**config.mk**
```make
export PLATFORM = sky130hd
export DESIGN_NAME = snoop_result_agent
export DESIGN_NICKNAME = d
export VERILOG_FILES = /design/src/rtl/snoop_result_agent.sv
export SDC_FILE = /design/constraint.sdc
export NUM_CORES = 1
export LEC_CHECK = 0
export CORE_MARGIN = 3
export CORE_UTILIZATION = 60
export CTS_CLUSTER_SIZE = 40
export DETAILED_ROUTE_END_ITERATION = 10
export DONT_BUFFER_PORTS = 1
export PLACE_DENSITY = 0.76
export SKIP_CTS_REPAIR_TIMING = 1
export SYNTH_ARGS = -nofsm -noshare
export SYNTH_HDL_FRONTEND = slang
export SYNTH_SLANG_ARGS = --single-unit
```
**constraint.sdc**
```tcl
create_clock -name clk -period 3.8 [get_ports clk]
set_input_delay 0.76 -clock clk [delete_from_list [all_inputs] [get_ports clk]]
set_output_delay 0.76 -clock clk [all_outputs]
set_load 0.02 [all_outputs]
```
**src/rtl/snoop_result_agent.sv**
```systemverilog
// snoop_result_agent
//
// Clocked model of the snoop responses returned by the other caches on the
// LLC bus. A request carries a line address. SNOOP_LATENCY cycles after the
// request is accepted, the agent presents one aggregated result and one
// result per simulated cache. It holds them until the consumer takes them.
//
// Result encoding: HIT = 2'b00, HITM = 2'b01, NOHIT = 2'b10 (2'b11 unused).
//
// Ports
//   clk          clock; all state changes on the rising edge
//   rst_n        asynchronous active-low reset
//   req_valid    snoop request present
//   req_ready    agent can accept a request (only in IDLE, low during reset)
//   req_addr     snooped address
//   rsp_valid    response present (driven from state only)
//   rsp_ready    consumer accepts the response
//   rsp_result   aggregated result (any HITM > any HIT > NOHIT)
//   rsp_vector   per-cache results; cache c in bits [2c+1:2c]
//   rsp_addr     address of the request being answered
//   hit_cnt, hitm_cnt, nohit_cnt
//                saturating counters of aggregated results, one step per
//                response handshake. These exist only when the macro
//                SNOOP_STATS_EN is defined.
//
// Configuration macro: SNOOP_STATS_EN (statistics counters).

module snoop_result_agent #(
  parameter int ADDRESS_SIZE  = 32,
  parameter int NUM_CACHES    = 1,
  parameter int SNOOP_LATENCY = 2,
  parameter int CNT_WIDTH     = 16
) (
  input  logic                      clk,
  input  logic                      rst_n,
  input  logic                      req_valid,
  output logic                      req_ready,
  input  logic [ADDRESS_SIZE-1:0]   req_addr,
  output logic                      rsp_valid,
  input  logic                      rsp_ready,
  output logic [1:0]                rsp_result,
  output logic [2*NUM_CACHES-1:0]   rsp_vector,
  output logic [ADDRESS_SIZE-1:0]   rsp_addr
`ifdef SNOOP_STATS_EN
  ,
  output logic [CNT_WIDTH-1:0]      hit_cnt,
  output logic [CNT_WIDTH-1:0]      hitm_cnt,
  output logic [CNT_WIDTH-1:0]      nohit_cnt
`endif
);

  localparam logic [1:0] RES_HIT   = 2'b00;
  localparam logic [1:0] RES_HITM  = 2'b01;
  localparam logic [1:0] RES_NOHIT = 2'b10;

  // A 4-bit counter covers the full 1..15 latency range.
  localparam logic [3:0] LAT_LOAD = 4'(SNOOP_LATENCY - 1);

  typedef enum logic [1:0] {
    ST_IDLE = 2'd0,
    ST_WAIT = 2'd1,
    ST_RESP = 2'd2
  } state_t;

  state_t                    state_q, state_d;
  logic [3:0]                lat_q, lat_d;
  logic [ADDRESS_SIZE-1:0]   addr_q, addr_d;
  logic [2*NUM_CACHES-1:0]   vec_q, vec_d;
  logic [1:0]                res_q, res_d;

  logic                      req_fire;
  logic                      rsp_fire;

  // Per-cache lookup from the captured address. Cache c sees the low address
  // bits rotated by c, so cache 0 keeps the legacy single-cache mapping.
  logic [2*NUM_CACHES-1:0]   cache_res;
  logic [NUM_CACHES-1:0]     cache_hit;
  logic [NUM_CACHES-1:0]     cache_hitm;
  logic [1:0]                agg_res;

  genvar gi;
  generate
    for (gi = 0; gi < NUM_CACHES; gi++) begin : g_cache
      logic [1:0] k;
      assign k                   = addr_q[1:0] + 2'(gi);
      assign cache_hit[gi]       = (k == 2'd0);
      assign cache_hitm[gi]      = (k == 2'd1);
      assign cache_res[2*gi +: 2] = (k == 2'd0) ? RES_HIT  :
                                   (k == 2'd1) ? RES_HITM : RES_NOHIT;
    end
  endgenerate

  assign agg_res = (|cache_hitm) ? RES_HITM :
                   (|cache_hit)  ? RES_HIT  : RES_NOHIT;

  assign req_fire = req_valid && req_ready;
  assign rsp_fire = rsp_valid && rsp_ready;

  // State register
  always_ff @(posedge clk or negedge rst_n) begin
    if (!rst_n) begin
      state_q <= ST_IDLE;
      lat_q   <= '0;
      addr_q  <= '0;
      vec_q   <= {NUM_CACHES{RES_NOHIT}};
      res_q   <= RES_NOHIT;
    end else begin
      state_q <= state_d;
      lat_q   <= lat_d;
      addr_q  <= addr_d;
      vec_q   <= vec_d;
      res_q   <= res_d;
    end
  end

  // Next-state and datapath
  always_comb begin
    state_d = state_q;
    lat_d   = lat_q;
    addr_d  = addr_q;
    vec_d   = vec_q;
    res_d   = res_q;
    case (state_q)
      ST_IDLE: begin
        if (req_fire) begin
          addr_d  = req_addr;
          lat_d   = LAT_LOAD;
          state_d = ST_WAIT;
        end
      end
      ST_WAIT: begin
        if (lat_q == 4'd0) begin
          vec_d   = cache_res;
          res_d   = agg_res;
          state_d = ST_RESP;
        end else begin
          lat_d = lat_q - 4'd1;
        end
      end
      ST_RESP: begin
        if (rsp_fire) begin
          state_d = ST_IDLE;
        end
      end
      default: state_d = ST_IDLE;
    endcase
  end

  // Outputs. The state stays IDLE while reset is held, so req_ready is
  // gated with rst_n to keep it low until reset is released.
  always_comb begin
    req_ready  = rst_n && (state_q == ST_IDLE);
    rsp_valid  = (state_q == ST_RESP);
    rsp_result = res_q;
    rsp_vector = vec_q;
    rsp_addr   = addr_q;
  end

`ifdef SNOOP_STATS_EN
  logic [CNT_WIDTH-1:0] hit_cnt_q, hit_cnt_d;
  logic [CNT_WIDTH-1:0] hitm_cnt_q, hitm_cnt_d;
  logic [CNT_WIDTH-1:0] nohit_cnt_q, nohit_cnt_d;

  always_ff @(posedge clk or negedge rst_n) begin
    if (!rst_n) begin
      hit_cnt_q   <= '0;
      hitm_cnt_q  <= '0;
      nohit_cnt_q <= '0;
    end else begin
      hit_cnt_q   <= hit_cnt_d;
      hitm_cnt_q  <= hitm_cnt_d;
      nohit_cnt_q <= nohit_cnt_d;
    end
  end

  // Count the delivered result once per handshake; saturate at all-ones.
  always_comb begin
    hit_cnt_d   = hit_cnt_q;
    hitm_cnt_d  = hitm_cnt_q;
    nohit_cnt_d = nohit_cnt_q;
    if (rsp_fire) begin
      if (res_q == RES_HIT && hit_cnt_q != '1) begin
        hit_cnt_d = hit_cnt_q + 1'b1;
      end
      if (res_q == RES_HITM && hitm_cnt_q != '1) begin
        hitm_cnt_d = hitm_cnt_q + 1'b1;
      end
      if (res_q == RES_NOHIT && nohit_cnt_q != '1) begin
        nohit_cnt_d = nohit_cnt_q + 1'b1;
      end
    end
  end

  assign hit_cnt   = hit_cnt_q;
  assign hitm_cnt  = hitm_cnt_q;
  assign nohit_cnt = nohit_cnt_q;
`endif

endmodule
```
# After elaboration in Yosys (flattened, before gate mapping)
# Cells that the tools add are included.
[totals] register_bits=42 input_bits=36 out_inout_bits=38 word_cells=35
[op_classes] n_addsub=1 n_eq_ne=7 muxes=11 reduce_logical=11
[ops] op="$mux 2" n=7
[ops] op="$mux 4" n=2
[ops] op="$pmux 4 s2" n=1
[ops] op="$ne 2x2->1 const B" n=3
[ops] op="$pmux 2 s3" n=1
[ops] op="$reduce_and 3->1" n=2
[ops] op="$eq 2x1->1 const B" n=2
[ops] op="$logic_not 2->1" n=2
[ops] op="$logic_not 4->1" n=1
[ops] op="$reduce_and 2->1" n=2
[ops] op="$sub 4x1->4 const B" n=1
[ops] op="$logic_and 1x1->1" n=3
[ops] op="$eq 2x2->1 const B" n=1
[ops] op="$ne 2x1->1 const B" n=1
[ops] op="$reduce_bool 2->1" n=1

# Depth between registers and ports, before layout
# Gate-level depths: netlist of the first run.
[depth] word_depth=5 depth_mapped=5 ltp_nobuf=5

# Worst setup path after synthesis of the first run
# OpenSTA, ideal clock, no wires.
[synth_path] kind="input to output" from="in rst_n" to="out req_ready" t_arrival_ps=1281 required_ps=3040 path_slack_ps=1759 stages=1 n_path_buf=0 cell_sequence="nor3b_1"
[synth_between] elab_chain_len=1
[synth_rtl] element="start: declaration" line_no="35" source="input logic rst_n,"
[synth_rtl] element="$logic_and 1x1->1" line_no="152" source="req_ready = rst_n && (state_q == ST_IDLE);"
[synth_rtl] element="end: declaration" line_no="37" source="output logic req_ready,"
# Every way passes these cells.

# Worst setup path after layout of the first run
[layout_path] from="reg state_q[0]" to="out req_ready"
[layout_between] elab_chain_len=2
[layout_rtl] element="start: declaration" line_no="65" source="state_t state_q, state_d;"
[layout_rtl] element="start signal: assignment" line_no="108" source="state_q <= state_d;"
[layout_rtl] element="$logic_not 2->1" line_no="152"
[layout_rtl] element="$logic_and 1x1->1" line_no="152"
# Every way passes these cells.

==> metrics, run 1 <==
outcome completed; Post-Synth Simple-Gate Area 6.58%; most frequent cell after synthesis sky130_fd_sc_hd__dfrtp_1; Unique masters post-synth 28; fraction of final layout cells with drive strength greater than 1 41.2%; starting DRC count in detailed routing 16; net count reported at finish 151; compound-gate portion of the synthesized area 4.29%; max cap viols 0; crit-path max FO 5; library cell contributing the largest single delay on the critical path sky130_fd_sc_hd__nor3b_1; effective utilization at floorplan 65.9%; most area-hungry cell type in the Yosys netlist sky130_fd_sc_hd__dfrtp_1; I/O Pins 74; relative slew slack 54.5%; DR DRC count 0; Pwr Density 951 nW/um^2; die outline width 59.1 um; proportion of synthesized chip area in sequential cells 60.7%; count of non-filler cells in the finished layout 144; routability congestion estimate from global placement 0.710; sum of internal, switching and leakage power 1.64 mW; final clock skew 0.00281 ns; final hold violation count 0; ANT cells 0; clock-pin slew on the worst setup and hold paths 0.11 ns; setup repair after global routing missed its margin false; Critical path buffers and inverters 0; family with the most delay on the worst path simple AND/OR/NAND/NOR gates; largest stage delay on the critical path 0.61 ns; worst slack, placed 1.71 ns; Placement Rows 18; first-pass detailed-route iteration total 4; Total Wirelength 2730 um; most used standard cells in the synthesized netlist sky130_fd_sc_hd__dfrtp_1, sky130_fd_sc_hd__mux2_2, sky130_fd_sc_hd__inv_1; Metal-1 WL 994 um; number of antenna violations at the first check in global routing 0; share of flip-flops with an asynchronous set or reset after synthesis 100%; wire length of the first global-routing pass 4510 um; worst hold-check path type input port to async pin; top cells by area, synth sky130_fd_sc_hd__dfrtp_1, sky130_fd_sc_hd__mux2_2, sky130_fd_sc_hd__buf_12; post-synthesis area per instance 15.4 sq um; total of warnings raised by yosys 0; vias in the first global route 948; routed length per placed instance 19.0 um; Worst EP required 3.04 ns; sum of met3 wire segment lengths after detailed routing 237 um; achievable clock frequency 466 MHz; Total Routing Usage GR 18.1%; detailed placer's ending HPWL 2050 um; Post-Synthesis Net Count 147; top routing layer in use met4; mean number of vias per cell 5.88; Die Outline Area 3490 sq um; buffers added on ports 0; later-pin clock latency in the skew report 0.33 ns; proportion of synthesized area in mux cells 22.0%; clock net sink count 41; cells traversed along the worst timing path nor3b_1; Arr. time, crit path 1.39 ns; Area Overhead vs Synth 1.92%; count of final max-slew check failures 0; Longest Clk Path Bufs 2; number of placed instances with taps included 137; Least-Margin Pin Slew 0.682 ns; path type of the worst setup path flop to output pin; maximum ir drop on the vdd rail 663 uV; crit share post-route 56.5%; CTS tree yes; CTS H-Tree Depth 2; vias 846; post-synthesis adder-cell area fraction 0.739%; number of synthesized flops with an enable pin 0; commonest register cell after synthesis sky130_fd_sc_hd__dfrtp_1; CP startpoint kind flop; leakage power summed over all cells 0.759 nW; GRT overflow 0; gate count of the mapped netlist 110; Clk Tree Root Cell sky130_fd_sc_hd__clkbuf_4; xor and xnor fraction of the mapped netlist area 0%; dominant combinational cell family by area after synthesis multiplexers; shortest period the worst path allows 2.15 ns; number of clock buffers inserted by TritonCTS 5; met2 WL post-DR 1470 um; Antenna Nets Post-Route 0; Die Y 59.1 um; type of destination of the critical path output pin; Setup Total Neg Slack 0 ns; placeable core region 2570 sq um; final count of negative-setup-slack endpoints 0; synthesis-stage register bit count 41; largest net degree at the start of global routing 44; Worst Slack Setup Final 1.65 ns; portion of synthesized cell area occupied by the leading cell type 59.1%; post-synthesis instance area 1690 sq um
[layout make-up]
| type | count | area, sq um |
|---|---|---|
| inverters | 5 | 18.8 |
| clock inverters | 1 | 8.76 |
| multi-input cells | 59 | 577 |
| well taps | 30 | 37.5 |
| clock buffers | 6 | 41.3 |
| flip-flops and latches | 41 | 1030 |
| repair buffers | 2 | 15.0 |
| fillers | 194 | 842 |
[state kept, by name, indices dropped and copies added (netlist names)]
signal	cells
rsp_addr	32
lat_q	4
rsp_vector	2
state_q	2
rsp_result	1
[per-layer routing]
| layer | vias up | global-route usage, % |
|---|---|---|
| met5 | - | 0 |
| met1 | 411 | 20.0 |
| met3 | 5 | 10.2 |
| met4 | 0 | 5.83 |
| met2 | 43 | 29.5 |
| li1 | 387 | - |
[logic make-up (layout without fill, tap and decap cells)]
| family | after synthesis | after routing |
|---|---|---|
| fa+ha+maj | 1 | 1 |
| mux | 33 | 33 |
| buf+inv | 10 | 14 |
| flops | 41 | 41 |
| simple gates | 15 | 15 |
| compound gates | 10 | 10 |
[worst reg2reg max path, stage by stage (launching register included)]
cell and delay [ns]:
sky130_fd_sc_hd__dfrtp_1 0.42, sky130_fd_sc_hd__inv_1 0.07, sky130_fd_sc_hd__ha_1 0.18, sky130_fd_sc_hd__or3b_2 0.48
sky130_fd_sc_hd__nor4b_2 0.27, sky130_fd_sc_hd__a21o_1 0.12
[final timing paths]
check	from	slack (ns)	cells past startpoint	endpoint
max	state_q[0]$_DFFE_PN0P_	1.65	1	req_ready
min	rst_n	0.11	0	lat_q[2]$_DFFE_PN0P_
max reg2reg	lat_q[0]$_DFFE_PN0P_	2.21	5	rsp_vector[0]$_DFFE_PN0P_
min reg2reg	lat_q[0]$_DFFE_PN0P_	0.51	1	lat_q[0]$_DFFE_PN0P_
max in group asynchronous	rst_n	3.51	0	rsp_vector[1]$_DFFE_PN1P_
min in group clk	lat_q[0]$_DFFE_PN0P_	0.51	1	lat_q[0]$_DFFE_PN0P_
[stage by stage]
step,cell area (sq um),util (%),hold slack [ns]
after CTS,1730,67.2,0.0870
after global placement,1680,65.3,0.466
after detailed placement,1680,65.3,0.466
final,1730,67.2,0.108
after floorplan,1690,-,0.464
after global routing,1730,67.2,0.0484
[report_power, final]
group / internal, mW / switching, mW / leakage (nW)
sequential: 0.653 / 0.403 / 0.491
clock: 0.0704 / 0.126 / 0.0283
combinational: 0.233 / 0.157 / 0.240
total: 0.956 / 0.685 / 0.759
[placed cells by master (no fill, tap or decap), types with 2 or more instances in the layout]
| cell type | Yosys | final |
|---|---|---|
| sky130_fd_sc_hd__nand2_1 | 2 | 2 |
| sky130_fd_sc_hd__nand2b_1 | 2 | 2 |
| sky130_fd_sc_hd__nor3b_1 | 2 | 2 |
| sky130_fd_sc_hd__buf_4 | 1 | 2 |
| sky130_fd_sc_hd__a21o_1 | 2 | 2 |
| sky130_fd_sc_hd__a21oi_1 | 2 | 2 |
| sky130_fd_sc_hd__inv_1 | 5 | 5 |
| sky130_fd_sc_hd__clkbuf_4 | 0 | 5 |
| sky130_fd_sc_hd__mux2_2 | 33 | 33 |
| sky130_fd_sc_hd__dfrtp_1 | 40 | 40 |
Power figures use the tool's default switching activity.
==> run 2, diff against run 1 <==
--- a/config.mk
+++ b/config.mk
@@ -5,12 +5,13 @@
 export SDC_FILE = /design/constraint.sdc
 export NUM_CORES = 1
 export LEC_CHECK = 0
+export ABC_AREA = 1
 export CORE_MARGIN = 3
-export CORE_UTILIZATION = 60
+export CORE_UTILIZATION = 55
 export CTS_CLUSTER_SIZE = 40
 export DETAILED_ROUTE_END_ITERATION = 10
 export DONT_BUFFER_PORTS = 1
-export PLACE_DENSITY = 0.76
+export PLACE_DENSITY = 0.73
 export SKIP_CTS_REPAIR_TIMING = 1
 export SYNTH_ARGS = -nofsm -noshare
 export SYNTH_HDL_FRONTEND = slang
==> constraint.sdc (replaced) <==
create_clock -name clk -period 1.7 [get_ports clk]
set_input_delay 0.34 -clock clk [delete_from_list [all_inputs] [get_ports clk]]
set_output_delay 0.34 -clock clk [all_outputs]
set_load 0.02 [all_outputs]
==> metrics, run 2 <==
number of synthesized flops with an enable pin 0; number of clock buffers inserted by TritonCTS 5; family with the most delay on the worst path flip-flops; commonest cells after routing, fill and taps aside sky130_fd_sc_hd__nand2_1, sky130_fd_sc_hd__dfrtp_1, sky130_fd_sc_hd__inv_1; Final Cell Area 1880 sq um; post-place instance area 1790 sq um; vias 1,136; gate count of the mapped netlist 183; final clock skew 0.00215 ns; area taken by multi-input logic gates 542 sq um; logic depth of the worst path, buffers included 2; Die Y 63.2 um; most common cell after layout, fill and taps aside sky130_fd_sc_hd__nand2_1; worst setup path endpoint rsp_valid; crit-path max FO 4; most area-hungry cell type in the Yosys netlist sky130_fd_sc_hd__dfrtp_1; total of warnings raised by yosys 0; Post-Synthesis Net Count 220; Worst R2R Path Depth 8; later-pin clock latency in the skew report 0.34 ns; wire length of the first global-routing pass 5250 um; most frequent cell after synthesis sky130_fd_sc_hd__nand2_1; sequential cell fraction of total power 60.7%; internal power 2.00 mW; Arr. time, crit path 1.21 ns; number of fill cells 252; combined flip-flop and latch cell area 1030 sq um; vias in the first global route 1,158; ANT cells 0; post-synthesis instance area 1800 sq um; Die Outline Area 3990 sq um; net count reported at finish 224; starting DRC count in detailed routing 36; Least-Margin Pin Slew 0.428 ns; sum of internal, switching and leakage power 3.73 mW; largest net degree at the start of global routing 44; Total Wirelength 3140 um; shortest period the worst path allows 1.55 ns; Net Sw Power 1.73 mW; count of final max-slew check failures 0; Reg2Reg Capture Point lat_q[3]$_DFFE_PN0P_; relative slew slack 71.4%; I/O Pins 74; mean number of vias per cell 4.90; routed length per placed instance 13.5 um; Area Overhead vs Synth 4.31%; Pwr Density 1990 nW/um^2; Critical path buffers and inverters 1; outcome completed; Worst EP required 1.36 ns; Clk Tree Root Cell sky130_fd_sc_hd__clkbuf_4; worst hold-check path type input port to flop; first-pass detailed-route iteration total 4; share of total power in combinational logic 27.3%; CTS tree yes; clock net sink count 41; post-synthesis area per instance 9.82 sq um; top cells by area, synth sky130_fd_sc_hd__dfrtp_1, sky130_fd_sc_hd__o21ai_2, sky130_fd_sc_hd__nand2_1; commonest register cell after synthesis sky130_fd_sc_hd__dfrtp_1; part of the total power dissipated in the clock network 12.0%; placeable core region 3080 sq um; number of flip-flops under the largest register name 32; effective utilization at floorplan 58.4%; number of antenna violations at the first check in global routing 0; Placement Rows 20; buffers added on ports 0; maximum ir drop on the vdd rail 1020 uV; CP startpoint kind flop; fraction of final layout cells with drive strength greater than 1 19.7%; achievable clock frequency 644 MHz; max cap viols 0; library cell contributing the largest single delay on the critical path sky130_fd_sc_hd__dfrtp_1; type of destination of the critical path output pin; Longest Clk Path Bufs 2; portion of synthesized cell area occupied by the leading cell type 55.7%; largest stage delay on the critical path 0.45 ns; final hold violation count 0; Critical Path Source state_q[1]$_DFFE_PN0P_; register-to-register setup slack 0.44 ns; leakage power summed over all cells 1.01 nW; setup repair after global routing missed its margin false; synthesis-stage register bit count 41; routability congestion estimate from global placement 0.659; CTS H-Tree Depth 2; die outline width 63.2 um; path type of the worst setup path flop to output pin; crit share post-route 91.4%; DR DRC count 0; Net Sw Frac 46.4%; detailed placer's ending HPWL 2330 um; share of flip-flops with an asynchronous set or reset after synthesis 100%; Antenna Nets Post-Route 0; most used standard cells in the synthesized netlist sky130_fd_sc_hd__nand2_1, sky130_fd_sc_hd__dfrtp_1, sky130_fd_sc_hd__inv_1; cells traversed along the worst timing path inv_1 > nor2_1; startpoint of the worst-slack reg-to-reg timing path lat_q[0]$_DFFE_PN0P_; Setup Total Neg Slack 0 ns; proportion of synthesized chip area in sequential cells 57.1%; Core Util, Final 60.9%; clock-pin slew on the worst setup and hold paths 0.11 ns; final count of negative-setup-slack endpoints 0; GRT overflow 0; Unique masters post-synth 25; Total Routing Usage GR 16.9%
==> run 2: changes by cell type in the layout (fill, tap and decap cells not counted), moves of 6 or more <==
cell	change
sky130_fd_sc_hd__o21ai_0	+8
sky130_fd_sc_hd__nor2_1	+6
sky130_fd_sc_hd__inv_1	+33
sky130_fd_sc_hd__o21ai_2	+22
sky130_fd_sc_hd__mux2_2	-33
sky130_fd_sc_hd__nand2_1	+40
==> run 2: layout make-up <==
cell class	instances	share of cell area, %
clock buffers	8	2.60
multi-input cells	96	28.9
flip-flops and latches	41	54.8
inverters	38	7.61
repair buffers	5	3.20
well taps	44	2.94
==> run 2: power by group through the flow <==
stage / combinational [mW] / sequential (mW) / clock (mW)
6_report: 1.02 / 2.27 / 0.450
5_1_grt: 1.18 / 2.32 / 0.515
4_1_cts: 1.01 / 2.28 / 0.468
3_5_place_dp: 1.01 / 2.30 / 0
3_3_place_gp: 0.931 / 2.28 / 0
2_1_floorplan: 0.928 / 2.18 / 0
==> run 2: how the worst min path moves through the flow <==
stage,start,endpoint,slack (ns),cells past startpoint
floorplan,rst_n,lat_q[0]$_DFFE_PN0P_,0.04,0
global placement,rst_n,rsp_vector[0]$_DFFE_PN0P_,0.05,0
detailed placement,rst_n,rsp_addr[22]$_DFFE_PN0P_,0.05,0
CTS,rst_n,rsp_addr[22]$_DFFE_PN0P_,-0.34,0
global route,rsp_ready,state_q[1]$_DFFE_PN0P_,0.05,1
finish,rsp_ready,state_q[1]$_DFFE_PN0P_,0.07,1
==> run 2: logic make-up after synthesis <==
logic type,count (synthesis),synth area share (%)
AOI/OAI and AO/OA,36,14.9
xor gates and xnor gates,1,0.487
buffers and inverters,46,12.7
and+or+nand+nor,58,14.1
adders and majority gates,1,0.696
DFF,41,57.1
==> run 2: stage by stage <==
step	setup WS, ns	cells	hold WS (ns)
6_report	0.146	232	0.0693
3_3_place_gp	0.519	222	0.0460
2_1_floorplan	0.401	183	0.0444
4_1_cts	0.110	230	-0.343
5_1_grt	0.0576	232	0.0457
3_5_place_dp	0.477	222	0.0456
==> run 2: routing by layer <==
layer	part of all wire (%)	vias up	global-route usage, %
li1	-	564	-
met1	39	525	17.6
met4	1.0	0	4.85
met5	0	-	0
met2	52	43	30.0
met3	8.0	4	8.20
